## src/rtl/systolic_drain.sv

```systemverilog
// systolic_drain: reads the accumulator matrix of the PE array one row per
// fetch, saturates each signed element to the output width and streams the
// elements row-major over a val/rdy interface. When the last element has been
// accepted it pulses done together with acc_clr so the array can start its
// next LOAD phase.
module systolic_drain #(
  parameter int size      = 16,
  parameter int width     = 32,
  parameter int out_width = 16,
  localparam int iw       = (size > 1) ? $clog2(size) : 1
) (
  input  logic                  clk,
  input  logic                  rst,
  input  logic                  start,
  output logic                  row_ren,
  output logic [iw-1:0]         row_idx,
  input  logic [size*width-1:0] row_data,
  output logic                  out_val,
  input  logic                  out_rdy,
  output logic [out_width-1:0]  out_data,
  output logic                  out_last,
  output logic                  busy,
  output logic                  done,
  output logic                  acc_clr,
  output logic                  sat_flag
);

  typedef enum logic [1:0] {
    IDLE  = 2'd0,
    FETCH = 2'd1,
    SEND  = 2'd2,
    DONE  = 2'd3
  } state_t;

  localparam logic [iw-1:0] last_idx = iw'(size - 1);

  state_t           state;
  logic [iw-1:0]    row;
  logic [iw-1:0]    col;
  logic [iw-1:0]    col_next;
  logic [width-1:0] buf_q [size];
  logic             out_sat;
  logic             xfer;

  // Clamp a signed accumulator to the signed output range. The value is in
  // range exactly when every bit from the output sign bit upwards is equal,
  // in which case the low bits already hold the value. The returned MSB flags
  // that clamping happened; the remaining bits are the output element.
  function automatic logic [out_width:0] saturate(input logic [width-1:0] a);
    logic [width-out_width:0] upper;
    upper = a[width-1:out_width-1];
    if ((&upper) || (~|upper)) begin
      saturate = {1'b0, a[out_width-1:0]};
    end else if (a[width-1]) begin
      saturate = {1'b1, 1'b1, {(out_width-1){1'b0}}};
    end else begin
      saturate = {1'b1, 1'b0, {(out_width-1){1'b1}}};
    end
  endfunction

  assign row_idx  = row;
  assign xfer     = out_val && out_rdy;
  assign col_next = col + 1'b1;

  // Drain sequencer: every output is registered, and a stalled element keeps
  // its data, last flag and counters until the downstream accepts it.
  always_ff @(posedge clk or negedge rst) begin
    if (!rst) begin
      state    <= IDLE;
      row      <= '0;
      col      <= '0;
      row_ren  <= 1'b0;
      out_val  <= 1'b0;
      out_data <= '0;
      out_last <= 1'b0;
      out_sat  <= 1'b0;
      busy     <= 1'b0;
      done     <= 1'b0;
      acc_clr  <= 1'b0;
      sat_flag <= 1'b0;
      for (int j = 0; j < size; j++) begin
        buf_q[j] <= '0;
      end
    end else begin
      case (state)
        IDLE: begin
          done    <= 1'b0;
          acc_clr <= 1'b0;
          if (start) begin
            state    <= FETCH;
            row      <= '0;
            col      <= '0;
            row_ren  <= 1'b1;
            busy     <= 1'b1;
            sat_flag <= 1'b0;
          end
        end

        FETCH: begin
          for (int j = 0; j < size; j++) begin
            buf_q[j] <= row_data[j*width +: width];
          end
          {out_sat, out_data} <= saturate(row_data[width-1:0]);
          out_last <= (row == last_idx) && (last_idx == '0);
          out_val  <= 1'b1;
          row_ren  <= 1'b0;
          col      <= '0;
          state    <= SEND;
        end

        SEND: begin
          if (xfer) begin
            sat_flag <= sat_flag | out_sat;
            if (col != last_idx) begin
              col                 <= col_next;
              {out_sat, out_data} <= saturate(buf_q[col_next]);
              out_last            <= (row == last_idx) && (col_next == last_idx);
            end else if (row != last_idx) begin
              row      <= row + 1'b1;
              row_ren  <= 1'b1;
              out_val  <= 1'b0;
              out_last <= 1'b0;
              state    <= FETCH;
            end else begin
              out_val  <= 1'b0;
              out_last <= 1'b0;
              done     <= 1'b1;
              acc_clr  <= 1'b1;
              state    <= DONE;
            end
          end
        end

        DONE: begin
          done    <= 1'b0;
          acc_clr <= 1'b0;
          busy    <= 1'b0;
          state   <= IDLE;
        end

        default: begin
          state    <= IDLE;
          row_ren  <= 1'b0;
          out_val  <= 1'b0;
          out_last <= 1'b0;
          busy     <= 1'b0;
          done     <= 1'b0;
          acc_clr  <= 1'b0;
        end
      endcase
    end
  end

endmodule
```

## config.mk

```make
export PLATFORM = sky130hd
export DESIGN_NAME = systolic_drain
export DESIGN_NICKNAME = d
export VERILOG_FILES = /design/src/rtl/systolic_drain.sv
export SDC_FILE = /design/constraint.sdc
export NUM_CORES = 1
export LEC_CHECK = 0
export CORE_AREA = 2 2 316 162
export DETAILED_ROUTE_END_ITERATION = 6
export DIE_AREA = 0 0 318 164
export HOLD_SLACK_MARGIN = 0.08
export PLACE_DENSITY = 0.84
export SLEW_MARGIN = 20
export SYNTH_ARGS = -nofsm -noshare
export SYNTH_HDL_FRONTEND = slang
export SYNTH_SLANG_ARGS = --single-unit
```

## constraint.sdc

```tcl
create_clock -name clk -period 5.8 [get_ports clk]
set_input_delay 1.16 -clock clk [delete_from_list [all_inputs] [get_ports clk]]
set_output_delay 1.16 -clock clk [all_outputs]
set_load 0.005 [all_outputs]
```

# Word-level counts from Yosys, hierarchy flattened
# Index checks and enable logic that the tools add are counted.
# W data, S select, Z words.
classes:
  bitwise: 2
  n_eq_ne: 13
  n_reduce_logical: 27
  muxes: 45
  add_sub_neg: 2
  order_cmp: 1
op_table:
  columns: ["cell", "count"]
  rows:
  - ["$bmux W32 S4", 1]
  - ["$mux W16", 4]
  - ["$mux W32", 2]
  - ["$mux W17", 2]
  - ["$reduce_and A17 Y1", 2]
  - ["$reduce_or A17 Y1", 2]
  - ["$pmux W16 S2", 1]
  - ["$mux W4", 6]
  - ["$mux W1", 15]
  - ["$ne A2 B2 Y1 const B", 6]
  - ["$pmux W1 S2", 6]
  - ["$pmux W4 S3", 1]
  - ["$reduce_and A3 Y1", 4]
  - ["$reduce_and A5 Y1", 2]
  - ["$add A4 B1 Y4 const B", 2]
  - ["$eq A4 B4 Y1 const B", 2]
  - ["$mux W2", 4]
  - ["$ne A4 B4 Y1 const B", 2]
  - ["$pmux W2 S4", 1]
  - ["$pmux W4 S2", 1]
  - ["$reduce_and A4 Y1", 2]
  - ["$reduce_bool A2 Y1", 4]
  - ["$ge A5 B5 Y1 const B", 1]
  - ["$not A4 Y5", 1]
  - ["other kinds (11)", 16]
totals:
  inputBits: 516
  register_bits: 545
  wordCells: 117
  out_inout_bits: 27

# Depth between registers and ports, before layout
# Gate-level depths: netlist of the first run.
logic_depth:
  depth_word: 12
  ltp_mapped: 19
  mapped_depth_nobuf: 9

# Worst setup path before layout of the first run
# No wires, ideal clock.
synth_path:
  path_kind: "reg2reg"
  from: "reg col[0]"
  to: "reg out_data[5]"
  slack_ps: 1160
  synth_period_minus_slack_ps: 4640
  setup_time_ps: 134
  required_ps: 5666
  path_stages_with_launch: 19
  arrival_ps: 4506
  n_path_buf: 9
  path_cell_list: "dfrtp_1 buf_2 buf_6 buf_2 buf_4 buf_2 buf_2 inv_1 ha_1 buf_2 clkbuf_1 mux4_2 mux2i_1 mux2i_1 or4_1 o41a_1 nor2_4 buf_6 o211ai_1"
synth_via:
  elab_chain_cells: 12
  elab_cells_between_ends: 17
  cone_classes: "add/sub: 1; eq/ne: 2; mux: 8; bitwise: 1; reduce/logical: 5"
synth_rtl:
  columns: ["item", "line_no", "rtl"]
  rows:
  - ["from (decl)", "39", "logic [iw-1:0] col;"]
  - ["from (signal assigned)", "115", "col <= col_next;"]
  - ["$add A4 B1 Y4", "63", "assign col_next = col + 1'b1;"]
  - ["$not A4 Y5 (not written as such)", "116", "{out_sat, out_data} <= saturate(buf_q[col_next]);"]
  - ["$bmux W32 S4", "116", null]
  - ["$mux W32 (not written as such) (2 in a row)", "116", null]
  - ["$reduce_or A17 Y1", "52", "if ((&upper) || (~|upper)) begin"]
  - ["$logic_not A1 Y1", "52", null]
  - ["$logic_or A1 B1 Y1", "52", null]
  - ["$mux W17", "52", null]
  - ["$mux W16", "114", "if (col != last_idx) begin"]
  - ["$mux W16", "112", "if (xfer) begin"]
  - ["$pmux W16 S2", "85", "case (state)"]
  - ["to (signal assigned)", "103", "{out_sat, out_data} <= saturate(row_data[width-1:0]);"]
  - ["to (signal assigned)", "116", null]
  - ["to (decl)", "20", "output logic [out_width-1:0] out_data,"]
# Several ways; a longest one is shown, not always the timed one. The select of a mux whose other input is x is not followed.
# A chain may end at the register's enable or synchronous reset.

# Worst setup path in the final report of the first run
layout_path:
  from: "reg col[0]"
  to: "reg out_sat"
layout_via:
  elab_chain_cells: 12
  elab_cells_between_ends: 16
  cone_classes: "add/sub: 1; eq/ne: 2; mux: 7; bitwise: 1; reduce/logical: 5"
layout_rtl:
  columns: ["item", "line_no", "rtl"]
  rows:
  - ["$add A4 B1 Y4", "63", null]
  - ["$not A4 Y5 (not written as such)", "116", null]
  - ["$bmux W32 S4", "116", null]
  - ["$mux W32 (not written as such) (2 in a row)", "116", null]
  - ["$reduce_or A17 Y1", "52", null]
  - ["$logic_not A1 Y1", "52", null]
  - ["$logic_or A1 B1 Y1", "52", null]
  - ["$mux W17", "52", null]
  - ["$mux W1", "114", null]
  - ["$mux W1", "112", null]
  - ["$pmux W1 S2", "85", null]
  - ["to (signal assigned)", "103", null]
  - ["to (signal assigned)", "116", null]
  - ["to (decl)", "42", "logic out_sat;"]
# Several ways; a longest one is shown, not always the timed one. The select of a mux whose other input is x is not followed.

==> impl_results.md, run 1 <==
- R2R cell count: 10
- Most frequent cell after synthesis: dfrtp_1
- #FFs+latches synth: 545
- GRT Util Overall: 0.274
- Post-synth top area share: 0.547
- Boundary Pins: 543
- Clock-pin slew on the worst setup and hold paths: 0.07 ns
- Post-synthesis cell type count: 43
- # rows: 58
- Final WL: 70.9 mm
- Initial antenna violation count: 4
- CP max FO: 31
- Final nets: 2,650
- Post-synthesis sequential area ratio: 0.547
- Die Height: 164 um
- Grt ovf: 0
- Number of hold buffers added after CTS: 0
- Worst path required time: 6.20 ns
- Minimum clock period: between 4 and 5 ns
- Synth area leader: dfrtp_1
- Area grow syn2layout: 31.1%
- Iter 0 DRT Violations: around 1,600
- Number of gates resized after CTS: 0
- Period utilisation layout: 0.758
- Hold Violations, Final: 0
- Total vias in the final route: approximately 16,000
- Core area: roughly 0.05 mm^2
- Vias in the first global route: 17,300
- Clock latency on the worst-skew pair: 0.59 ns
- Post-synth EDFFs: 0
- Setup CP Type: reg -> reg
- Most used DFF post-synth: dfrtp_1
- YS warnings: 0
- Port Buf Inserts: 542
- Hold_ws: ~0.50 ns
- Mapped Nets: 2,150
- Largest cells by area after synthesis: dfrtp_1 55%, mux2_2 23%, mux4_2 12%
- Die X: between 300 and 400 um
- Worst setup SP type: register
- PnR worst setup slack: 1.40 ns
- Post-synthesis async set-or-reset flop share: 1.00
- Static leakage: around 13 nW
- Top cells by count, synth: 545 x dfrtp_1, 512 x mux2_2, 128 x mux4_2, 86 x clkbuf_1, 70 x nand2_1
- Layout cell share with drive strength beyond 1: 0.349
- Dpl ws: 1.45 ns
- Outcome: completed
- Die footprint: 0.0522 mm^2
- Post-DP HPWL: 51.6 mm
- CTS Buf Count: between 40 and 50
- Mean routed wirelength per cell: 25.0 um
- Post-DRT Antenna Nets: 0
- Syn Area/Cell: between 15 and 20 um^2
- Slew Viols, Final: 0
- Starting Density: 0.505
- Max-slew headroom at the worst pin: 0.220
- Skew final: 0.0308 ns
- Final setup violation count: 0
- GPL Wtd Cong: about 0.9
- DR DRC count: 0
- Pin count of the biggest net entering global routing: about 180
- HP Class: reg -> reg
- Fillers: 3,437
- Power per cell area: 551 mW/mm^2
- Synthesized instance count: about 1,600
- Sink Count: 545
- CTS tree: yes
- Tightest Pin Transition: 1.16 ns
- Maximum vdd ir drop: 370 uV
- Setup TNS Final: 0 ns
- Post-Synthesis Cell Area: 0.0249 mm^2
- DRT Pass-1 Iters: 7
- Achievable Freq: 227 MHz
- Crit path DAT: 4.80 ns
- Max-Cap Viols: 0
- Post-CTS Setup Bufs: 0
- Hold-critical path depth: 1
- Unrepaired setup endpoints after global routing: false
- CTS Root Cell: clkbuf_16
- First-pass GRT wire length: 108 mm
- Vias/cell: 5.80
- CP Capture Type: register
- CTS HTree Levels: 2
- Clk buf depth: 3
-- worst paths after layout --
path,from,endpoint,slack [ns]
setup / recovery,col[0]$_DFFE_PN0P_,out_sat$_DFFE_PN0P_,1.40
hold / removal,buf_q[360]$_DFFE_PN0N_,buf_q[360]$_DFFE_PN0N_,0.50
setup reg to reg,col[0]$_DFFE_PN0P_,out_sat$_DFFE_PN0P_,1.40
hold reg to reg,buf_q[360]$_DFFE_PN0N_,buf_q[360]$_DFFE_PN0N_,0.50
max in group asynchronous,rst,buf_q[184]$_DFFE_PN0N_,3.72
min in group asynchronous,rst,buf_q[258]$_DFFE_PN0N_,0.69
-- worst max-delay path, cell delays in order, from the launching register on --
cell,delay (ns)
dfrtp_4,0.45
inv_1,0.09
ha_4,0.61
buf_4,0.42
mux4_2,0.39
mux2i_1,0.44
mux2i_1,0.19
or4_1,0.58
o41a_1,0.52
nor2_4,0.36
a31oi_1,0.14
-- power breakdown --
group	switching, mW	total, mW	internal [mW]
clock	1.48	3.37	1.89
sequential	1.08	6.85	5.77
combinational	3.37	7.79	4.43
total	5.93	18.0	12.1
-- sequential cells by signal, summed over array words and instances (netlist names), 2 cells and up --
| register | flops |
|---|---|
| out_data | 16 |
| row_idx | 4 |
| buf_q | 512 |
| col | 4 |
| state | 2 |
-- logic make-up (layout without fill, tap and decap cells) --
logic type | Yosys count | count (layout) | synth area share
AND/OR/NAND/NOR | 133 | 133 | 0.0257
flip-flops | 545 | 545 | 0.547
XOR/XNOR | 3 | 3 | 0.00105
buffers and inverters | 121 | 658 | 0.0206
adder cells (fa/ha/maj) | 8 | 8 | 0.00401
AO/OA/AOI/OAI | 110 | 110 | 0.0286
multiplexers | 706 | 706 | 0.373
other | 0 | 8 | 0
-- per-stage QoR --
step | std cells | instance area, um^2 | utilization | power [mW]
final | 2831 | 32700 | 0.662 | 18.0
after global routing | 2825 | 32700 | 0.661 | 19.0
after CTS | 2823 | 32700 | 0.661 | 18.1
after detailed placement | 2735 | 31000 | 0.628 | 14.7
after global placement | 2735 | 31000 | 0.628 | 14.3
after floorplan | 1626 | 24900 | - | 12.2
-- metal layers --
layer	share of wire	global-route usage	wire (um)	vias up
met1	0.47	0.419	33100	8645
met3	0.066	0.0540	4690	94
met2	0.45	0.405	31700	561
met4	0.020	0.0643	1400	2
met5	0.00018	0	13	-
li1	-	-	-	7121
-- cells in the final DEF (no fill, tap or decap), types with 8 or more instances in the layout --
cell             count
a211oi_1            17
a21oi_1             31
and2_1              15
buf_4               14
clkbuf_16           49
clkbuf_8            16
clkdlybuf4s50_1    541
clkinv_2            10
dfrtp_1            544
diode_2              8
inv_1                8
mux2_2             512
mux2i_1             66
mux4_2             128
nand2_1             70
nand3_1             10
nand4_1             10
o2111ai_1           12
o211ai_1            12
o21ai_0             20
-- final cells by class --
| type | instances | area, um^2 | area share |
|---|---|---|---|
| Antenna cell | 8 | 20.0 | 0.000612 |
| Clock buffer | 71 | 1470 | 0.0449 |
| Timing Repair Buffer | 562 | 5660 | 0.173 |
| Multi-Input combinational cell | 960 | 10900 | 0.333 |
| Tap cell | 660 | 826 | 0.0253 |
| Sequential cell | 545 | 13600 | 0.417 |
| Clock inverter | 17 | 174 | 0.00532 |
| Inverter | 8 | 30.0 | 0.000918 |
No activity file was read; power rests on OpenSTA's default activity.
==> run 2, diff against run 1 <==
==> constraint.sdc (replaced) <==
create_clock -name clk -period 4.06 [get_ports clk]
set_input_delay 0.812 -clock clk [delete_from_list [all_inputs] [get_ports clk]]
set_output_delay 0.812 -clock clk [all_outputs]
set_load 0.005 [all_outputs]
==> run 2 against run 1 <==
Net effect:
- sequential share of layout area is 0.78 points lower
- non-clock buffer count is 30 higher
- fmax is 10% higher
- utilization is 1.3 points higher
- global-route usage is 0.57 points higher
- sequential cell count stayed put
- register-to-register slack worse by 1.3 ns
- die area stayed put
- worst hold slack worse by 0.15 ns
- largest cell class unchanged
==> impl_results.md, run 2 (synthesized netlist as in run 1, its figures left out) <==
- Outcome: completed (unchanged)
- Number of hold buffers added after CTS: 0 (unchanged)
- CTS Root Cell: clkbuf_16 (unchanged)
- CTS HTree Levels: 2 (unchanged)
- Worst setup SP type: register (unchanged)
- Pint: 18.1 mW (was 12.1 mW)
- Vias in the first global route: 17,700 (was 17,300)
- Post-DRT Antenna Nets: 0 (unchanged)
- Iter 0 DRT Violations: 1,339 (was 1,575)
- Starting Density: 0.505 (unchanged)
- Critical Path Source: col[0]$_DFFE_PN0P_ (unchanged)
- Switching Share: 0.323 (was 0.329)
- Period utilisation layout: 0.983 (was 0.758)
- Achievable Freq: 251 MHz (was 227 MHz)
- Unrepaired setup endpoints after global routing: false (unchanged)
- CTS tree: yes (unchanged)
- P_sw: 8.64 mW (was 5.93 mW)
- Crit path depth: 10 (unchanged)
- Initial antenna violation count: 5 (was 4)
- Final setup violation count: 0 (unchanged)
- Max-Cap Viols: 0 (unchanged)
- Final WL: 72.5 mm (was 70.9 mm)
- Mean routed wirelength per cell: 25.3 um (was 25.0 um)
- Final nets: 2,679 (was 2,650)
- Hold Violations, Final: 0 (unchanged)
- Highest-count cells in the layout ignoring fill and taps: 544 x dfrtp_1, 541 x clkdlybuf4s50_1, 512 x mux2_2 (unchanged)
- Worst path required time: 4.49 ns (was 6.20 ns)
- First-pass GRT wire length: 109 mm (was 108 mm)
- Port Buf Inserts: 542 (unchanged)
- Max-slew headroom at the worst pin: 0.249 (was 0.220)
- Grt ovf: 0 (unchanged)
- Worst r2r src: col[0]$_DFFE_PN0P_ (unchanged)
- Seq pwr share: 0.368 (was 0.380)
- Cell Chain, Critical Path: inv_1 -> ha_4 -> buf_12 -> mux4_2 -> mux2i_1 -> mux2i_1 -> or4_1 -> o41a_1 -> nor2_4 -> o211ai_1 (was inv_1 -> ha_4 -> buf_4 -> mux4_2 -> mux2i_1 -> mux2i_1 -> or4_1 -> o41a_1 -> nor2_4 -> a31oi_1)
- Number of flip-flops in the largest register: 512 (unchanged)
- Setup TNS Final: 0 ns (unchanged)
- Power per cell area: 803 mW/mm^2 (was 551 mW/mm^2)
- Vias/cell: 5.81 (was 5.80)
- Clock Power Share: 0.207 (was 0.187)
- Pin count of the biggest net entering global routing: 115 (was 176)
- Most used cell, CP: mux2i_1 (unchanged)
- Top reg by flops: buf_q (unchanged)
- Sink Count: 545 (unchanged)
- Core area: 0.0494 mm^2 (unchanged)
- DR DRC count: 0 (unchanged)
- Fillers: 3,286 (was 3,437)
- R2r setup slk: 0.07 ns (was 1.40 ns)
- Clk buf depth: 3 (unchanged)
- Skew final: 0.0241 ns (was 0.0308 ns)
- Critical path's largest stage delay: 0.57 ns (was 0.61 ns)
- CP max FO: 30 (was 31)
- Total vias in the final route: 16,600 (was 16,400)
- DRT Pass-1 Iters: 5 (was 7)
- Crit path DAT: 4.42 ns (was 4.80 ns)
- R2R cell count: 10 (unchanged)
- Boundary Pins: 543 (unchanged)
- CTS Buf Count: 48 (was 49)
- Post-DP HPWL: 53.6 mm (was 51.6 mm)
- CP delay by family, top: multiplexers (unchanged)
- Worst path slowest cell: mux2i_1 (was ha_4)
- Layout cell share with drive strength beyond 1: 0.359 (was 0.349)
- Static leakage: 13.4 nW (was 13.1 nW)
- RR Endpoint: out_data[6]$_DFFE_PN0P_ (was out_sat$_DFFE_PN0P_)
- GRT Util Overall: 0.280 (was 0.274)
- PnR worst setup slack: 0.0703 ns (was 1.40 ns)
- Die X: 318 um (unchanged)
- Clock latency on the worst-skew pair: 0.59 ns (about the same)
- Minimum clock period: 3.99 ns (was 4.40 ns)
- Tightest Pin Transition: 1.13 ns (was 1.16 ns)
- Power consumption: 26.8 mW (was 18.0 mW)
- Most common cell after layout, fill and taps aside: dfrtp_1 (unchanged)
- Dpl ws: 0.182 ns (was 1.45 ns)
- Setup CP Type: reg -> reg (unchanged)
- Critical Path Sink: out_data[6]$_DFFE_PN0P_ (was out_sat$_DFFE_PN0P_)
- HP Class: in -> async (was reg -> reg)
- Comb power frac: 0.425 (was 0.433)
- # rows: 58 (unchanged)
- Slew Viols, Final: 0 (unchanged)
- Die Height: 164 um (unchanged)
- Maximum vdd ir drop: 766 uV (was 370 uV)
- CP bufs+invs: 2 (unchanged)
- CP Capture Type: register (unchanged)
- Clock-pin slew on the worst setup and hold paths: 0.07 ns (about the same)
- Top flop regs: buf_q x512, out_data x16 (unchanged)
- GPL Wtd Cong: 0.885 (was 0.883)
- Die footprint: 0.0522 mm^2 (unchanged)
- Number of gates resized after CTS: 0 (unchanged)
- Post-CTS Setup Bufs: 0 (unchanged)
- Area grow syn2layout: 33.6% (was 31.1%)
-- run 2: cell types whose count changed in the layout (fill, tap and decap cells not counted), sizes merged --
| cell | before | now |
|---|---|---|
| clkinvlp | 1 | 3 |
| bufinv | 3 | 16 |
| buf | 21 | 51 |
| clkbuf | 71 | 60 |
| diode | 8 | 5 |
| inv | 11 | 12 |
| clkinv | 10 | 7 |
-- run 2: worst min-delay path by stage --
stage	from	end	slack, ns	cells after the start
3_5_place_dp	buf_q[220]$_DFFE_PN0N_	buf_q[220]$_DFFE_PN0N_	0.49	1
3_3_place_gp	out_data[0]$_DFFE_PN0P_	out_data[0]$_DFFE_PN0P_	0.48	2
6_report	rst	col[3]$_DFFE_PN0P_	0.36	1
5_1_grt	rst	col[3]$_DFFE_PN0P_	0.41	1
4_1_cts	rst	buf_q[190]$_DFFE_PN0N_	0.37	1
2_1_floorplan	buf_q[451]$_DFFE_PN0N_	buf_q[451]$_DFFE_PN0N_	0.48	1
-- run 2: per-stage QoR --
stage	util	instance area (um^2)	instances	hold WS [ns]
2_1_floorplan	-	25000	1626	0.475
3_3_place_gp	0.635	31400	2765	0.481
3_5_place_dp	0.635	31400	2765	0.491
4_1_cts	0.674	33300	2855	0.371
5_1_grt	0.674	33300	2858	0.412
6_report	0.674	33300	2860	0.358
-- run 2: power by group through the flow --
stage	clock [mW]	combinational, mW	sequential, mW
after CTS	5.63	11.4	9.84
after global routing	5.88	12.2	10.2
after global placement	0	10.9	9.75
final	5.53	11.4	9.84
after detailed placement	0	11.3	9.89
after floorplan	0	8.22	9.20
-- run 2: area by class of cell --
cell class	count	area, um^2	area share
multi-input cells	960	10900	0.327
clock inverters	30	584	0.0175
clock buffers	60	1340	0.0401
inverters	8	30.0	0.000901
diodes	5	12.5	0.000376
repair buffers	592	6010	0.180
flip-flops and latches	545	13600	0.409
well taps	660	826	0.0248
-- run 2: worst reg2reg max path: cells and delay by family (launching register included) --
family / cells / cell delay (ns)
muxes: 3 / 1.20
and+or+nand+nor: 2 / 0.80
AOI/OAI and AO/OA: 2 / 0.70
DFF: 1 / 0.45
adders and majority gates: 1 / 0.37
buffers and inverters: 2 / 0.32
-- run 2: per-layer routing --
metal	part of all wire	up-vias	track usage
li1	-	7176	-
met1	0.46	8696	0.421
met2	0.43	623	0.402
met3	0.076	131	0.0715
met4	0.029	2	0.0797
met5	0.00018	-	0
==> run 3, diff against run 2 <==
--- a/config.mk
+++ b/config.mk
@@ -8,7 +8,6 @@
 export CORE_AREA = 2 2 316 162
 export DETAILED_ROUTE_END_ITERATION = 6
 export DIE_AREA = 0 0 318 164
-export HOLD_SLACK_MARGIN = 0.08
 export PLACE_DENSITY = 0.84
 export SLEW_MARGIN = 20
 export SYNTH_ARGS = -nofsm -noshare
==> constraint.sdc (replaced) <==
create_clock -name clk -period 4.06 [get_ports clk]
set_input_delay 0.609 -clock clk [delete_from_list [all_inputs] [get_ports clk]]
set_output_delay 0.609 -clock clk [all_outputs]
set_load 0.005 [all_outputs]
==> run 3 against run 2 <==
Net effect:
- clock skew shrank 0.010 ns
- critical path depth is the same
- largest power group unchanged
- critical endpoint is now out_data[1]$_DFFE_PN0P_
- count of clock-buffer cells in the layout grew 15
- sequential cell count is the same
- fmax grew 1.1%
- final area shrank 0.80%
- die area is the same
- register-to-register slack gained 0.04 ns
- first-iteration DRC count grew 22%
- worst setup slack gained 0.043 ns
==> impl_results.md, run 3 (synthesized netlist as in run 1, its figures left out) <==
- PnR worst setup slack: 0.113 ns (was 0.0703 ns)
- R2r setup slk: 0.11 ns (was 0.07 ns)
- Hold Violations, Final: 0 (unchanged)
- Most common cell after layout, fill and taps aside: dfrtp_1 (unchanged)
- Most used cell, CP: mux2i_1 (unchanged)
- Final setup violation count: 0 (unchanged)
- Reg area: 0.0136 mm^2 (unchanged)
- Setup CP Type: reg -> reg (unchanged)
- Total vias in the final route: 16,600 (about the same)
- Power per cell area: 790 mW/mm^2 (was 803 mW/mm^2)
- DRT Pass-1 Iters: 5 (unchanged)
- Top flop regs: buf_q x512, out_data x16 (unchanged)
- Vias in the first global route: 17,300 (was 17,700)
- Die Height: 164 um (unchanged)
- Top reg by flops: buf_q (unchanged)
- Post-DRT Antenna Nets: 0 (unchanged)
- Period utilisation layout: 0.972 (was 0.983)
- R2R cell count: 10 (unchanged)
- Layout cell share with drive strength beyond 1: 0.355 (was 0.359)
- Area grow syn2layout: 32.5% (was 33.6%)
- Worst r2r src: col[0]$_DFFE_PN0P_ (unchanged)
- Worst path required time: 4.49 ns (about the same)
- CTS Root Cell: clkbuf_16 (unchanged)
- Static leakage: 13.3 nW (was 13.4 nW)
- Post-CTS Setup Bufs: 0 (unchanged)
- Clock latency on the worst-skew pair: 0.57 ns (was 0.59 ns)
- RR Endpoint: out_data[1]$_DFFE_PN0P_ (was out_data[6]$_DFFE_PN0P_)
- Die footprint: 0.0522 mm^2 (unchanged)
- Number of gates resized after CTS: 0 (unchanged)
- Final nets: 2,671 (was 2,679)
- First-pass GRT wire length: 108 mm (was 109 mm)
- CTS HTree Levels: 2 (unchanged)
- CTS Buf Count: 49 (was 48)
- Mean routed wirelength per cell: 25.5 um (was 25.3 um)
- Critical path's largest stage delay: 0.54 ns (was 0.57 ns)
- CP max FO: 26 (was 30)
- Max-slew headroom at the worst pin: 0.250 (was 0.249)
- Core area: 0.0494 mm^2 (unchanged)
- Die X: 318 um (unchanged)
- Boundary Pins: 543 (unchanged)
- Initial antenna violation count: 12 (was 5)
- Maximum vdd ir drop: 384 uV (was 766 uV)
- Crit path DAT: 4.38 ns (was 4.42 ns)
- Outcome: completed (unchanged)
- Tightest Pin Transition: 1.13 ns (about the same)
- Hold_ws: 0.0526 ns (was 0.358 ns)
- Skew final: 0.0137 ns (was 0.0241 ns)
- Slew Viols, Final: 0 (unchanged)
- CP Capture Type: register (unchanged)
- Sink Count: 545 (unchanged)
- Worst setup SP type: register (unchanged)
- Pin count of the biggest net entering global routing: 196 (was 115)
- Grt ovf: 0 (unchanged)
- # rows: 58 (unchanged)
- Cell area after layout: 0.0330 mm^2 (was 0.0333 mm^2)
- Post-DP HPWL: 53.5 mm (was 53.6 mm)
- Number of flip-flops in the largest register: 512 (unchanged)
- Port Buf Inserts: 542 (unchanged)
- Starting Density: 0.505 (unchanged)
- Clk buf depth: 3 (unchanged)
- GRT Util Overall: 0.279 (was 0.280)
- HP Class: in -> async (unchanged)
- Placed instance area: 0.0313 mm^2 (was 0.0314 mm^2)
- Achievable Freq: 253 MHz (was 251 MHz)
- Setup TNS Final: 0 ns (unchanged)
- Max-Cap Viols: 0 (unchanged)
- Final WL: 72.7 mm (was 72.5 mm)
- Worst path slowest cell: mux2i_1 (unchanged)
- CTS tree: yes (unchanged)
- Clock-pin slew on the worst setup and hold paths: 0.07 ns (about the same)
- Cell Chain, Critical Path: inv_1 -> ha_4 -> buf_12 -> mux4_2 -> mux2i_1 -> mux2i_1 -> or4_1 -> o41a_1 -> nor2_4 -> o211ai_1 (unchanged)
- GPL Wtd Cong: 0.909 (was 0.885)
- Highest-count cells in the layout ignoring fill and taps: 544 x dfrtp_1, 541 x clkdlybuf4s50_1, 512 x mux2_2 (unchanged)
- Fillers: 3,399 (was 3,286)
- Number of hold buffers added after CTS: 0 (unchanged)
- Iter 0 DRT Violations: 1,631 (was 1,339)
- Multi-input gate area: 0.0109 mm^2 (unchanged)
- Minimum clock period: 3.95 ns (was 3.99 ns)
- Unrepaired setup endpoints after global routing: false (unchanged)
- Vias/cell: 5.82 (was 5.81)
- Dpl ws: 0.181 ns (was 0.182 ns)
- Critical Path Sink: out_data[1]$_DFFE_PN0P_ (was out_data[6]$_DFFE_PN0P_)
- Critical Path Source: col[0]$_DFFE_PN0P_ (unchanged)
- DR DRC count: 0 (unchanged)
## run 3: power breakdown
group / total (mW) / internal (mW) / switching (mW) / leakage [nW]
sequential: 9.90 / 8.25 / 1.65 / 6.42
clock: 4.96 / 2.86 / 2.09 / 0.858
combinational: 11.3 / 6.47 / 4.78 / 6.04
total: 26.1 / 17.6 / 8.53 / 13.3
## run 3: worst max-delay path, delay by kind of cell (launching register included)
kind | cells | cell delay (ns)
DFF | 1 | 0.44
buffers and inverters | 2 | 0.33
AOI/OAI and AO/OA | 2 | 0.70
adders and majority gates | 1 | 0.42
and+or+nand+nor | 2 | 0.81
muxes | 3 | 1.08
## run 3: final cells by class
cell class / instances / area share
Tap cell: 660 / 0.0250
Timing Repair Buffer: 583 / 0.179
Multi-Input combinational cell: 960 / 0.329
Inverter: 8 / 0.000909
Sequential cell: 545 / 0.413
Clock inverter: 14 / 0.00557
Clock buffer: 75 / 0.0465
Antenna cell: 11 / 0.000833
## run 3: worst min-delay path by stage
stage                       startpoint                      end  slack [ns]  depth (start not counted)
2_1_floorplan                      rst      acc_clr$_DFFE_PN0P_        0.31                          0
3_3_place_gp   out_data[2]$_DFFE_PN0P_  out_data[2]$_DFFE_PN0P_        0.48                          2
3_5_place_dp   out_data[5]$_DFFE_PN0P_  out_data[5]$_DFFE_PN0P_        0.49                          2
4_1_cts                            rst   buf_q[259]$_DFFE_PN0N_        0.11                          1
5_1_grt                            rst   buf_q[289]$_DFFE_PN0N_        0.12                          1
6_report                           rst   buf_q[259]$_DFFE_PN0N_        0.05                          1
## run 3: per-stage QoR
stage / util / power (mW) / std cells
2_1_floorplan: - / 17.4 / 1626
3_5_place_dp: 0.633 / 21.1 / 2756
5_1_grt: 0.668 / 27.5 / 2851
6_report: 0.669 / 26.1 / 2856
4_1_cts: 0.668 / 26.2 / 2845
3_3_place_gp: 0.633 / 20.6 / 2756
## run 3: layer usage
metal | up-vias | GRT usage | part of all wire
met1 | 8696 | 0.415 | 0.45
met5 | - | 0 | 0.00037
li1 | 7174 | - | -
met4 | 4 | 0.0695 | 0.021
met2 | 630 | 0.407 | 0.45
met3 | 120 | 0.0755 | 0.080
